**config.mk**
```make
export PLATFORM = sky130hd
export DESIGN_NAME = spi_master_rd
export DESIGN_NICKNAME = d
export VERILOG_FILES = /design/src/rtl/spi_master_rd.sv
export SDC_FILE = /design/constraint.sdc
export NUM_CORES = 1
export LEC_CHECK = 0
export CAP_MARGIN = 0
export CORE_MARGIN = 4
export CORE_UTILIZATION = 50
export CTS_CLUSTER_DIAMETER = 150
export CTS_CLUSTER_SIZE = 16
export DETAILED_ROUTE_END_ITERATION = 7
export GPL_TIMING_DRIVEN = 0
export PLACE_DENSITY = 0.83
export SLEW_MARGIN = 0
export SYNTH_ARGS = -nofsm -noshare
export SYNTH_HDL_FRONTEND = slang
export SYNTH_SLANG_ARGS = --single-unit
```
**constraint.sdc**
```tcl
create_clock -name clk -period 5.9 [get_ports clk]
set_input_delay 1.475 -clock clk [delete_from_list [all_inputs] [get_ports clk]]
set_output_delay 1.475 -clock clk [all_outputs]
set_load 0.01 [all_outputs]
```
**src/rtl/spi_master_rd.sv**
```systemverilog
// spi_master_rd: single-clock SPI master issuing one read transaction.
// Frame: 8-bit address on mosi, a cs-low idle gap for slave address decode,
// then an Nbit-bit data word captured from miso and returned in the clk domain.
`timescale 1ns/1ps

module spi_master_rd #(
    parameter int Nbit    = 8,
    parameter int CLK_DIV = 4,  // sclk half-period in clk cycles, >= 2
    parameter int GAP     = 8   // clk cycles of cs-low idle before data, >= 1
) (
    input  logic            clk,
    input  logic            rst_n,
    input  logic            start,
    input  logic [7:0]      adr,
    output logic            busy,
    output logic [Nbit-1:0] rx_data,
    output logic            rx_valid,
    output logic            sclk,
    output logic            mosi,
    input  logic            miso,
    output logic            cs
);

    localparam int HW = $clog2(CLK_DIV);
    localparam int GW = $clog2(GAP + 1);
    localparam int BW = $clog2((Nbit > 8) ? Nbit : 8);

    localparam logic [HW-1:0] HC_LAST   = HW'(CLK_DIV - 1);
    localparam logic [GW-1:0] GAP_LAST  = GW'(GAP - 1);
    localparam logic [BW-1:0] ABIT_LAST = BW'(7);
    localparam logic [BW-1:0] DBIT_LAST = BW'(Nbit - 1);

    typedef enum logic [2:0] {
        S_IDLE,
        S_SETUP,
        S_ADDR,
        S_GAP,
        S_DATA,
        S_HOLD
    } state_t;

    state_t          state_q;
    logic [HW-1:0]   hc_q;        // half-period counter
    logic [GW-1:0]   gap_q;       // gap counter
    logic [BW-1:0]   bit_q;       // bit counter within ADDR / DATA
    logic [6:0]      adr_q;       // remaining address bits; adr[7] goes straight to mosi
    logic [Nbit-1:0] sh_q;        // data shift register
    logic            sclk_q;
    logic            mosi_q;
    logic            cs_q;
    logic            busy_q;
    logic            rx_valid_q;
    logic [Nbit-1:0] rx_data_q;
    logic            miso_s1_q;
    logic            miso_s2_q;

    logic            half_done;
    logic [HW-1:0]   hc_d;
    logic [Nbit-1:0] sh_d;

    assign busy     = busy_q;
    assign rx_data  = rx_data_q;
    assign rx_valid = rx_valid_q;
    assign sclk     = sclk_q;
    assign mosi     = mosi_q;
    assign cs       = cs_q;

    // Next-value helpers shared by several FSM states.
    // NOTE: every always_comb output gets a value on every path, so no latch is inferred.
    always_comb begin
        half_done = (hc_q == HC_LAST);
        hc_d      = hc_q + 1'b1;
        sh_d      = sh_q << 1;
        sh_d[0]   = miso_s2_q;
    end

    // Two-flop synchronizer for miso, which is launched by the slave off sclk.
    // NOTE: sequential state uses non-blocking assignments so all flops update together.
    always_ff @(posedge clk or negedge rst_n) begin
        if (!rst_n) begin
            miso_s1_q <= 1'b0;
            miso_s2_q <= 1'b0;
        end else begin
            miso_s1_q <= miso;
            miso_s2_q <= miso_s1_q;
        end
    end

    // Transaction FSM; every SPI pin and status output is a register updated here.
    always_ff @(posedge clk or negedge rst_n) begin
        if (!rst_n) begin
            state_q    <= S_IDLE;
            hc_q       <= '0;
            gap_q      <= '0;
            bit_q      <= '0;
            adr_q      <= '0;
            sh_q       <= '0;
            sclk_q     <= 1'b0;
            mosi_q     <= 1'b0;
            cs_q       <= 1'b1;
            busy_q     <= 1'b0;
            rx_valid_q <= 1'b0;
            rx_data_q  <= '0;
        end else begin
            rx_valid_q <= 1'b0;
            case (state_q)
                S_IDLE: begin
                    // busy drops one cycle after rx_valid unless a new request arrives.
                    busy_q <= start;
                    if (start) begin
                        adr_q   <= adr[6:0];
                        mosi_q  <= adr[7];
                        cs_q    <= 1'b0;
                        hc_q    <= '0;
                        state_q <= S_SETUP;
                    end
                end

                S_SETUP: begin
                    if (half_done) begin
                        hc_q    <= '0;
                        bit_q   <= '0;
                        sclk_q  <= 1'b1;
                        state_q <= S_ADDR;
                    end else begin
                        hc_q <= hc_d;
                    end
                end

                S_ADDR: begin
                    if (!half_done) begin
                        hc_q <= hc_d;
                    end else begin
                        hc_q <= '0;
                        if (sclk_q) begin
                            // Falling edge: present the next address bit, or idle mosi after the last.
                            sclk_q <= 1'b0;
                            mosi_q <= (bit_q == ABIT_LAST) ? 1'b0 : adr_q[6];
                            adr_q  <= {adr_q[5:0], 1'b0};
                        end else if (bit_q == ABIT_LAST) begin
                            // End of the 8th low half: the address phase is complete.
                            gap_q   <= '0;
                            state_q <= S_GAP;
                        end else begin
                            sclk_q <= 1'b1;
                            bit_q  <= bit_q + 1'b1;
                        end
                    end
                end

                S_GAP: begin
                    if (gap_q == GAP_LAST) begin
                        hc_q    <= '0;
                        bit_q   <= '0;
                        sclk_q  <= 1'b1;
                        state_q <= S_DATA;
                    end else begin
                        gap_q <= gap_q + 1'b1;
                    end
                end

                S_DATA: begin
                    if (!half_done) begin
                        hc_q <= hc_d;
                    end else begin
                        hc_q <= '0;
                        if (sclk_q) begin
                            // Last cycle of the high half: the synchronizer delay makes this
                            // capture the bit the slave launched after the previous fall.
                            sclk_q <= 1'b0;
                            sh_q   <= sh_d;
                        end else if (bit_q == DBIT_LAST) begin
                            state_q <= S_HOLD;
                        end else begin
                            sclk_q <= 1'b1;
                            bit_q  <= bit_q + 1'b1;
                        end
                    end
                end

                S_HOLD: begin
                    if (half_done) begin
                        cs_q       <= 1'b1;
                        rx_data_q  <= sh_q;
                        rx_valid_q <= 1'b1;
                        state_q    <= S_IDLE;
                    end else begin
                        hc_q <= hc_d;
                    end
                end

                default: state_q <= S_IDLE;
            endcase
        end
    end

endmodule

```
==> run summary <==
## Timing
* 0 — number of pins exceeding their max-slew limit in the final report
* 348 MHz — achievable frequency
* 66.1% — worst slew margin relative to its limit
* 0 ps — TNS Setup
* no — unrepaired setup endpoints after global routing
* 505 ps — transition time at the pin with the least slew margin
* 48.7% — final cycle utilization of the critical path
* 7.62 ps — Clock Skew
* 0 — final count of hold timing violations
* 0 — Setup-failing EPs final
* 2870 ps — crit path time final

## Setup path
* dfstp_2 — worst-path cell with the longest stage delay
* 1400 ps — arrival time worst endpoint
* primary output — kind of end point of the critical path
* flip-flop to primary output — category of the most critical setup path
* 1 — buffers plus inverters on the worst setup path
* 560 ps — critical path's largest stage delay
* flip-flop — Startpoint Class
* 3 — critical path peak fanout
* clkdlybuf4s50_1 — worst path cell trace
* 4430 ps — Critical Path RT
* flip-flops — cell class contributing the biggest share of worst-path delay

## Global route
* 6.35 mm — wire length of the first global-routing pass
* 0 — number of antenna violations at the first check in global routing
* 1386 — number of global-route vias before repair
* 15.7% — aggregate global-route resource usage
* 0 — grt ovf
* 29 — maximum number of pins on one net before global-route repair

## Routing
* 4 — Initial DRT Pass Iterations
* 5.51 — post-detailed-route via-to-cell ratio
* 1.77 mm — Detail Route met2 WL
* 14.4 µm — WL/cell
* 0 — residual DRC count
* met4 — top routing layer used
* 1410 — Vias
* 3.69 mm — drt total wl
* 1.70 mm — Routed met1 length
* 73 — initial detailed-routing violation count
* 160 µm — WL met3
* 0 — antenna viol nets, final

## Clock network
* 42 — clock net sink count
* 0 — number of resized instances in the post-cts repair step
* 0 — setup bufs post-CTS
* clkbuf_8 — Root Buffer
* 2 — Clock Tree Buf Depth
* 0 — Post-CTS Hold Buffers
* 300 ps — insertion delay to the later sink of the worst-skew pair
* 80 ps — clock-pin transition on the worst setup and hold timing paths
* 2 — H-tree depth
* 5 — number of buffers inserted during clock tree synthesis
* done — clock tree from TritonCTS

## Logic synthesis
* 13.1% — area share of and/or/nand/nor cells after synthesis
* 11.5 µm² — average size of a mapped cell
* 43 — count of cell types in the netlist
* 16.1% — share of cell area taken by muxes after synthesis
* dfrtp_1 51%, mux2_4 6.0%, mux2_2 5.6%, mux2i_1 4.0%, a21oi_1 3.7% — Synth area leaders
* 0 — total of warnings raised by yosys
* 191 — Mapped Nets
* dfrtp_1 — library cell with the largest summed area after synthesis
* 41 x dfrtp_1, 17 x nor2_1, 15 x a21oi_1 — most instantiated cells after synthesis
* 100% — fraction of registers with async set/reset
* dfrtp_1 — leading cell type by number of instances after synthesis
* 2.48% — post-synthesis share of cell area spent on full adders, half adders and majority gates
* 2020 µm² — Cell Area, Synth
* 175 — number of instances in the synthesized netlist
* 11.0% — area fraction in compound gates after synthesis
* 52.1% — sequential-to-total area share from yosys stat
* dfrtp_1 — most common flop cell mapped by yosys
* multiplexers — largest family of logic cells by synthesized area
* 42 — #FFs+latches synth
* 50.8% — top-area cell type share of the netlist area
* 0.868% — xor/xnor cell area share of the yosys netlist
* 0 — count of flip-flops with a built-in enable after synthesis

## Run
* 0 — Max-Cap Viols

## Floorplan
* 71.5 µm — die extent in x
* 3770 µm² — Core Box Area
* 25 — number of I/O pins
* 71.5 µm — vertical die dimension
* 53.5% — effective utilization at floorplan
* 5120 µm² — area of the die
* 22 — number of rows in the core area

## Finish
* 21.2% — relative area change from synthesis to final layout
* 256 — final std cells w/o fill
* 20.2% — fraction of final layout cells sized beyond drive strength 1
* 0 — Diodes inserted
* 223 — Final Net Count

## Power
* 148 µV — maximum ir drop on the vdd rail
* 1.15 nW — leakage
* 218 nW/µm² — cell area power density

## Placement
* 0.856 — final RePlAce weighted congestion
* 2.71 mm — DPL Wire Length
* 24 — count of buffers from port buffering
* 248 — placed instance count

## Status
* finished, final reports clean — outcome

## Worst hold path
* flip-flop to flip-flop — worst hold-check path type

stage by stage:
step | utilization, % | setup WS, ps | cell area, µm² | hold WS, ps | power, mW
6_report | 64.9 | 3030 | 2450 | 381 | 0.533
5_1_grt | 64.9 | 2980 | 2450 | 396 | 0.548
4_1_cts | 64.9 | 3020 | 2450 | 397 | 0.538
3_5_place_dp | 61.9 | 2830 | 2330 | 373 | 0.309
3_3_place_gp | 61.5 | 2310 | 2320 | 331 | 0.308
2_1_floorplan | - | 3610 | 2020 | 331 | 0.295
metal layers:
| metal | GRT usage, % | vias to the layer above |
|---|---|---|
| li1 | - | 682 |
| met1 | 20.7 | 688 |
| met2 | 25.5 | 34 |
| met3 | 3.23 | 6 |
| met4 | 5.64 | 0 |
| met5 | 0 | - |
layout make-up:
| class | count | area [µm²] |
|---|---|---|
| fill | 311 | 1330 |
| clock inverter | 3 | 43.8 |
| buffer | 10 | 62.6 |
| sequential | 42 | 1050 |
| clock buffer | 5 | 68.8 |
| tap | 48 | 60.1 |
| inverter | 7 | 26.3 |
| multi-input combinational | 116 | 877 |
| timing repair buffer | 25 | 255 |
power breakdown:
group | leakage (nW) | internal (mW) | switching, mW
combinational | 0.532 | 0.00747 | 0.00705
clock | 0.0585 | 0.127 | 0.103
sequential | 0.555 | 0.288 | 0.000314
final timing paths:
kind / endpoint / start / depth (start not counted) / slack [ps]
worst max-delay path: cs / cs / 1 / 3030
worst min-delay path: miso_s2_q / miso_s1_q / 0 / 380
worst max register to register: bit_q[0] / bit_q[0] / 6 / 3760
worst min register to register: miso_s2_q / miso_s1_q / 0 / 380
max in group asynchronous: cs / rst_n / 2 / 4300
min in group asynchronous: rx_data[6] / rst_n / 1 / 1080
logic make-up (layout without fill, tap and decap cells):
logic type      after synthesis  count (layout)
simple gates                 48              48
flops                        42              42
buf+inv                      17              50
compound gates               35              35
fa+ha+maj                     4               4
xor+xnor                      2               2
mux                          27              27
state kept, by name, indices dropped and copies added (netlist names), 2 cells and up:
signal / cells
sh_q: 8
gap_q: 4
adr_q: 7
bit_q: 3
state_q: 3
hc_q: 2
rx_data: 8
cells in the final DEF (no fill, tap or decap), types with 2 or more instances in the layout:
cell             count
dfrtp_1             41
clkdlybuf4s50_1     23
nor2_1              17
a21oi_1             15
mux2_2              10
mux2i_1              8
mux2_4               8
inv_1                7
o21ai_0              7
buf_2                6
nand2_1              6
clkbuf_8             5
nand3b_1             4
nor3_1               4
ha_1                 4
nand3_1              3
nand2b_1             3
and3b_1              2
buf_6                2
o31ai_1              2
xnor2_1              2
a22o_1               2
No activity file was read; power rests on OpenSTA's default activity.
==> edit: new RTL, same settings <==
Encoding of `state_t`: now Gray code (3 bits for 6 states).
--- a/src/rtl/spi_master_rd.sv
+++ b/src/rtl/spi_master_rd.sv
@@ -31,12 +31,12 @@
     localparam logic [BW-1:0] DBIT_LAST = BW'(Nbit - 1);
 
     typedef enum logic [2:0] {
-        S_IDLE,
-        S_SETUP,
-        S_ADDR,
-        S_GAP,
-        S_DATA,
-        S_HOLD
+        S_IDLE  = 3'b000,
+        S_SETUP = 3'b001,
+        S_ADDR  = 3'b011,
+        S_GAP   = 3'b010,
+        S_DATA  = 3'b110,
+        S_HOLD  = 3'b111
     } state_t;
 
     state_t          state_q;
Formal check against the unedited RTL: no difference found for any inputs over 10 cycles, from zero or initial values and one cycle with rst_n low; not proved beyond that.
==> edit against the unedited design <==
Clock skew shrank 1.2 ps. Sequential cell count did not move. Wire length is 2.9% higher. Non-clock buffer count is 1 lower. Register-to-register slack better by 230 ps. Area after synthesis increased by 4.5%. Worst setup slack gained 24 ps. Cell count is 8.2% higher. Design area rose by 3.0%.
Power is not compared: it rests on default switching activity, and its combinational part moved more than twofold at a synthesized area within 25%.
==> edit: results <==
<?xml version="1.0" encoding="UTF-8"?>
<metrics>
  <group name="setup_path">
    <metric name="cp_top_family" unit="">flip-flops</metric>
    <metric name="worst_path_largest_cell_delay" unit="ps">550</metric>
    <metric name="worst-endpoint-arrival" unit="ps">1370</metric>
    <metric name="timing.critical_path.slowest_stage_cell" unit="">sky130_fd_sc_hd__dfstp_2</metric>
  </group>
  <group name="logic_synthesis">
    <metric name="count_of_unique_library_cells_instantiated_by_yosys" unit="">49</metric>
    <metric name="synth.top_cells.by_count" unit="">41 x sky130_fd_sc_hd__dfrtp_1, 36 x sky130_fd_sc_hd__nand2_1, 14 x sky130_fd_sc_hd__nor2_1, 12 x sky130_fd_sc_hd__mux2_2, 11 x sky130_fd_sc_hd__a21oi_1</metric>
    <metric name="mappedNetlistNets" unit="">211</metric>
    <metric name="ys.warnings.count" unit="">0</metric>
    <metric name="synth.area.top_cells" unit="">sky130_fd_sc_hd__dfrtp_1 49%, sky130_fd_sc_hd__nand2_1 6.4%, sky130_fd_sc_hd__mux2_2 6.4%</metric>
    <metric name="yosysSeqAreaShare" unit="">0.4991</metric>
  </group>
  <group name="timing">
    <metric name="clock_skew" unit="ps">6.451</metric>
    <metric name="timing.max_slew.rel_slack" unit="">0.6769</metric>
  </group>
  <group name="worst_hold_path">
    <metric name="hold_path.class" unit="">reg -&gt; reg</metric>
  </group>
  <group name="clocking">
    <metric name="cts.repair_timing.setup_buffer_count" unit="">0</metric>
    <metric name="ctsHtreeMaxLevel" unit="">2</metric>
    <metric name="clkSlewWorstSetupHoldPaths" unit="ps">80</metric>
    <metric name="cts_root_buf" unit="">sky130_fd_sc_hd__clkbuf_8</metric>
    <metric name="cts_buffer_depth" unit="">2</metric>
  </group>
  <group name="final_layout">
    <metric name="final_net_count" unit="">243</metric>
    <metric name="layout-drive-gt1-share" unit="">0.2247</metric>
    <metric name="num-fill-cells" unit="">326</metric>
    <metric name="num_antenna_cells" unit="">0</metric>
  </group>
  <group name="global_route">
    <metric name="maximum_number_of_pins_on_one_net_before_global_route_repair" unit="">33</metric>
    <metric name="groute.layer.met2.usage" unit="">0.2465</metric>
    <metric name="grt_first_pass_wirelength" unit="mm">6.693</metric>
    <metric name="via_count_of_the_first_global_routing_pass" unit="">1432</metric>
    <metric name="globalRouteMet3Util" unit="">0.03306</metric>
    <metric name="antenna_found_initial" unit="">0</metric>
    <metric name="grt.met1_usage" unit="">0.2281</metric>
    <metric name="grt_usage" unit="">0.1630</metric>
  </group>
  <group name="drt">
    <metric name="via_count" unit="">1474</metric>
    <metric name="drt_first_iter_violations" unit="">99</metric>
    <metric name="detail_route.first_pass.iterations" unit="">4</metric>
    <metric name="totalWireLength" unit="mm">3.792</metric>
  </group>
  <group name="outcome">
    <metric name="run_status" unit="">complete, no violations</metric>
  </group>
  <group name="power">
    <metric name="max-vdd-ir-drop" unit="V">0.0002128</metric>
    <metric name="leakage" unit="nW">1.206</metric>
  </group>
  <group name="placement">
    <metric name="gp_routability_congestion" unit="">0.8490</metric>
    <metric name="placement.setup.worst_slack" unit="ps">2758</metric>
    <metric name="hpwl" unit="mm">2.792</metric>
  </group>
</metrics>
[edit: cell count changes in the layout (fill, tap and decap cells not counted), moves of 3 or more]
| cell | before | now |
|---|---|---|
| sky130_fd_sc_hd__a21oi_1 | 15 | 11 |
| sky130_fd_sc_hd__nor2_1 | 17 | 14 |
| sky130_fd_sc_hd__mux2_4 | 8 | 2 |
| sky130_fd_sc_hd__nand2b_1 | 3 | 0 |
| sky130_fd_sc_hd__a21oi_2 | 0 | 3 |
| sky130_fd_sc_hd__buf_2 | 6 | 3 |
| sky130_fd_sc_hd__nand2_1 | 6 | 36 |
[edit: worst register-to-register path: cells and delay by family, from the launching register on]
kind            cells  cell delay, ps
compound gates      2             530
fa+ha+maj           2             360
flops               1             360
mux                 1             330
simple gates        1             220
[edit: per-stage QoR]
stage	cells	hold slack (ps)	util	cell area [sq um]
after floorplan	194	331.2	-	2108
after global placement	268	334.2	0.5984	2411
after detailed placement	269	342.6	0.6022	2426
after CTS	277	359.4	0.6255	2520
after global routing	277	374.7	0.6255	2520
final	277	355.9	0.6255	2520
[edit: layer usage]
metal	part of all wire	routed length [microns]	vias up
met5	0	0	-
met4	0.018	69	0
met3	0.025	96	6
met2	0.47	1785	14
met1	0.49	1840	719
li1	-	-	735
[edit: cells by family (layout without fill, tap and decap cells)]
| logic type | Yosys count | count (layout) | synth area share |
|---|---|---|---|
| simple gates | 74 | 74 | 0.1769 |
| flops | 42 | 42 | 0.4991 |
| compound gates | 34 | 34 | 0.1270 |
| mux | 23 | 23 | 0.1211 |
| buf+inv | 16 | 49 | 0.04628 |
| fa+ha+maj | 5 | 5 | 0.02967 |
[edit: worst paths after layout]
kind | start | endpoint | slack [ps] | depth (start not counted)
max in group asynchronous | rst_n | cs$_DFFE_PN1P_ | 4340 | 2
setup / recovery | cs$_DFFE_PN1P_ | cs | 3050 | 1
min in group asynchronous | rst_n | state_q[0]$_DFFE_PN0P_ | 1040 | 1
hold reg to reg | miso_s1_q$_DFF_PN0_ | miso_s2_q$_DFF_PN0_ | 360 | 0
hold / removal | miso_s1_q$_DFF_PN0_ | miso_s2_q$_DFF_PN0_ | 360 | 0
setup reg to reg | bit_q[0]$_DFFE_PN0P_ | state_q[0]$_DFFE_PN0P_ | 3990 | 6
[edit: area by class of cell]
cell class | instances | share of cell area
Buffer | 9 | 0.02830
Inverter | 7 | 0.01043
Tap cell | 50 | 0.02483
Clock inverter | 3 | 0.009930
Multi-Input combinational cell | 136 | 0.3803
Timing Repair Buffer | 25 | 0.1013
Clock buffer | 5 | 0.02731
Sequential cell | 42 | 0.4176
[edit: report_power, final]
part	internal (mW)	switching, mW	total [mW]
Clock	0.0854	0.105	0.190
Combinational	0.240	0.234	0.474
Sequential	0.370	0.0544	0.424
Total	0.695	0.393	1.09
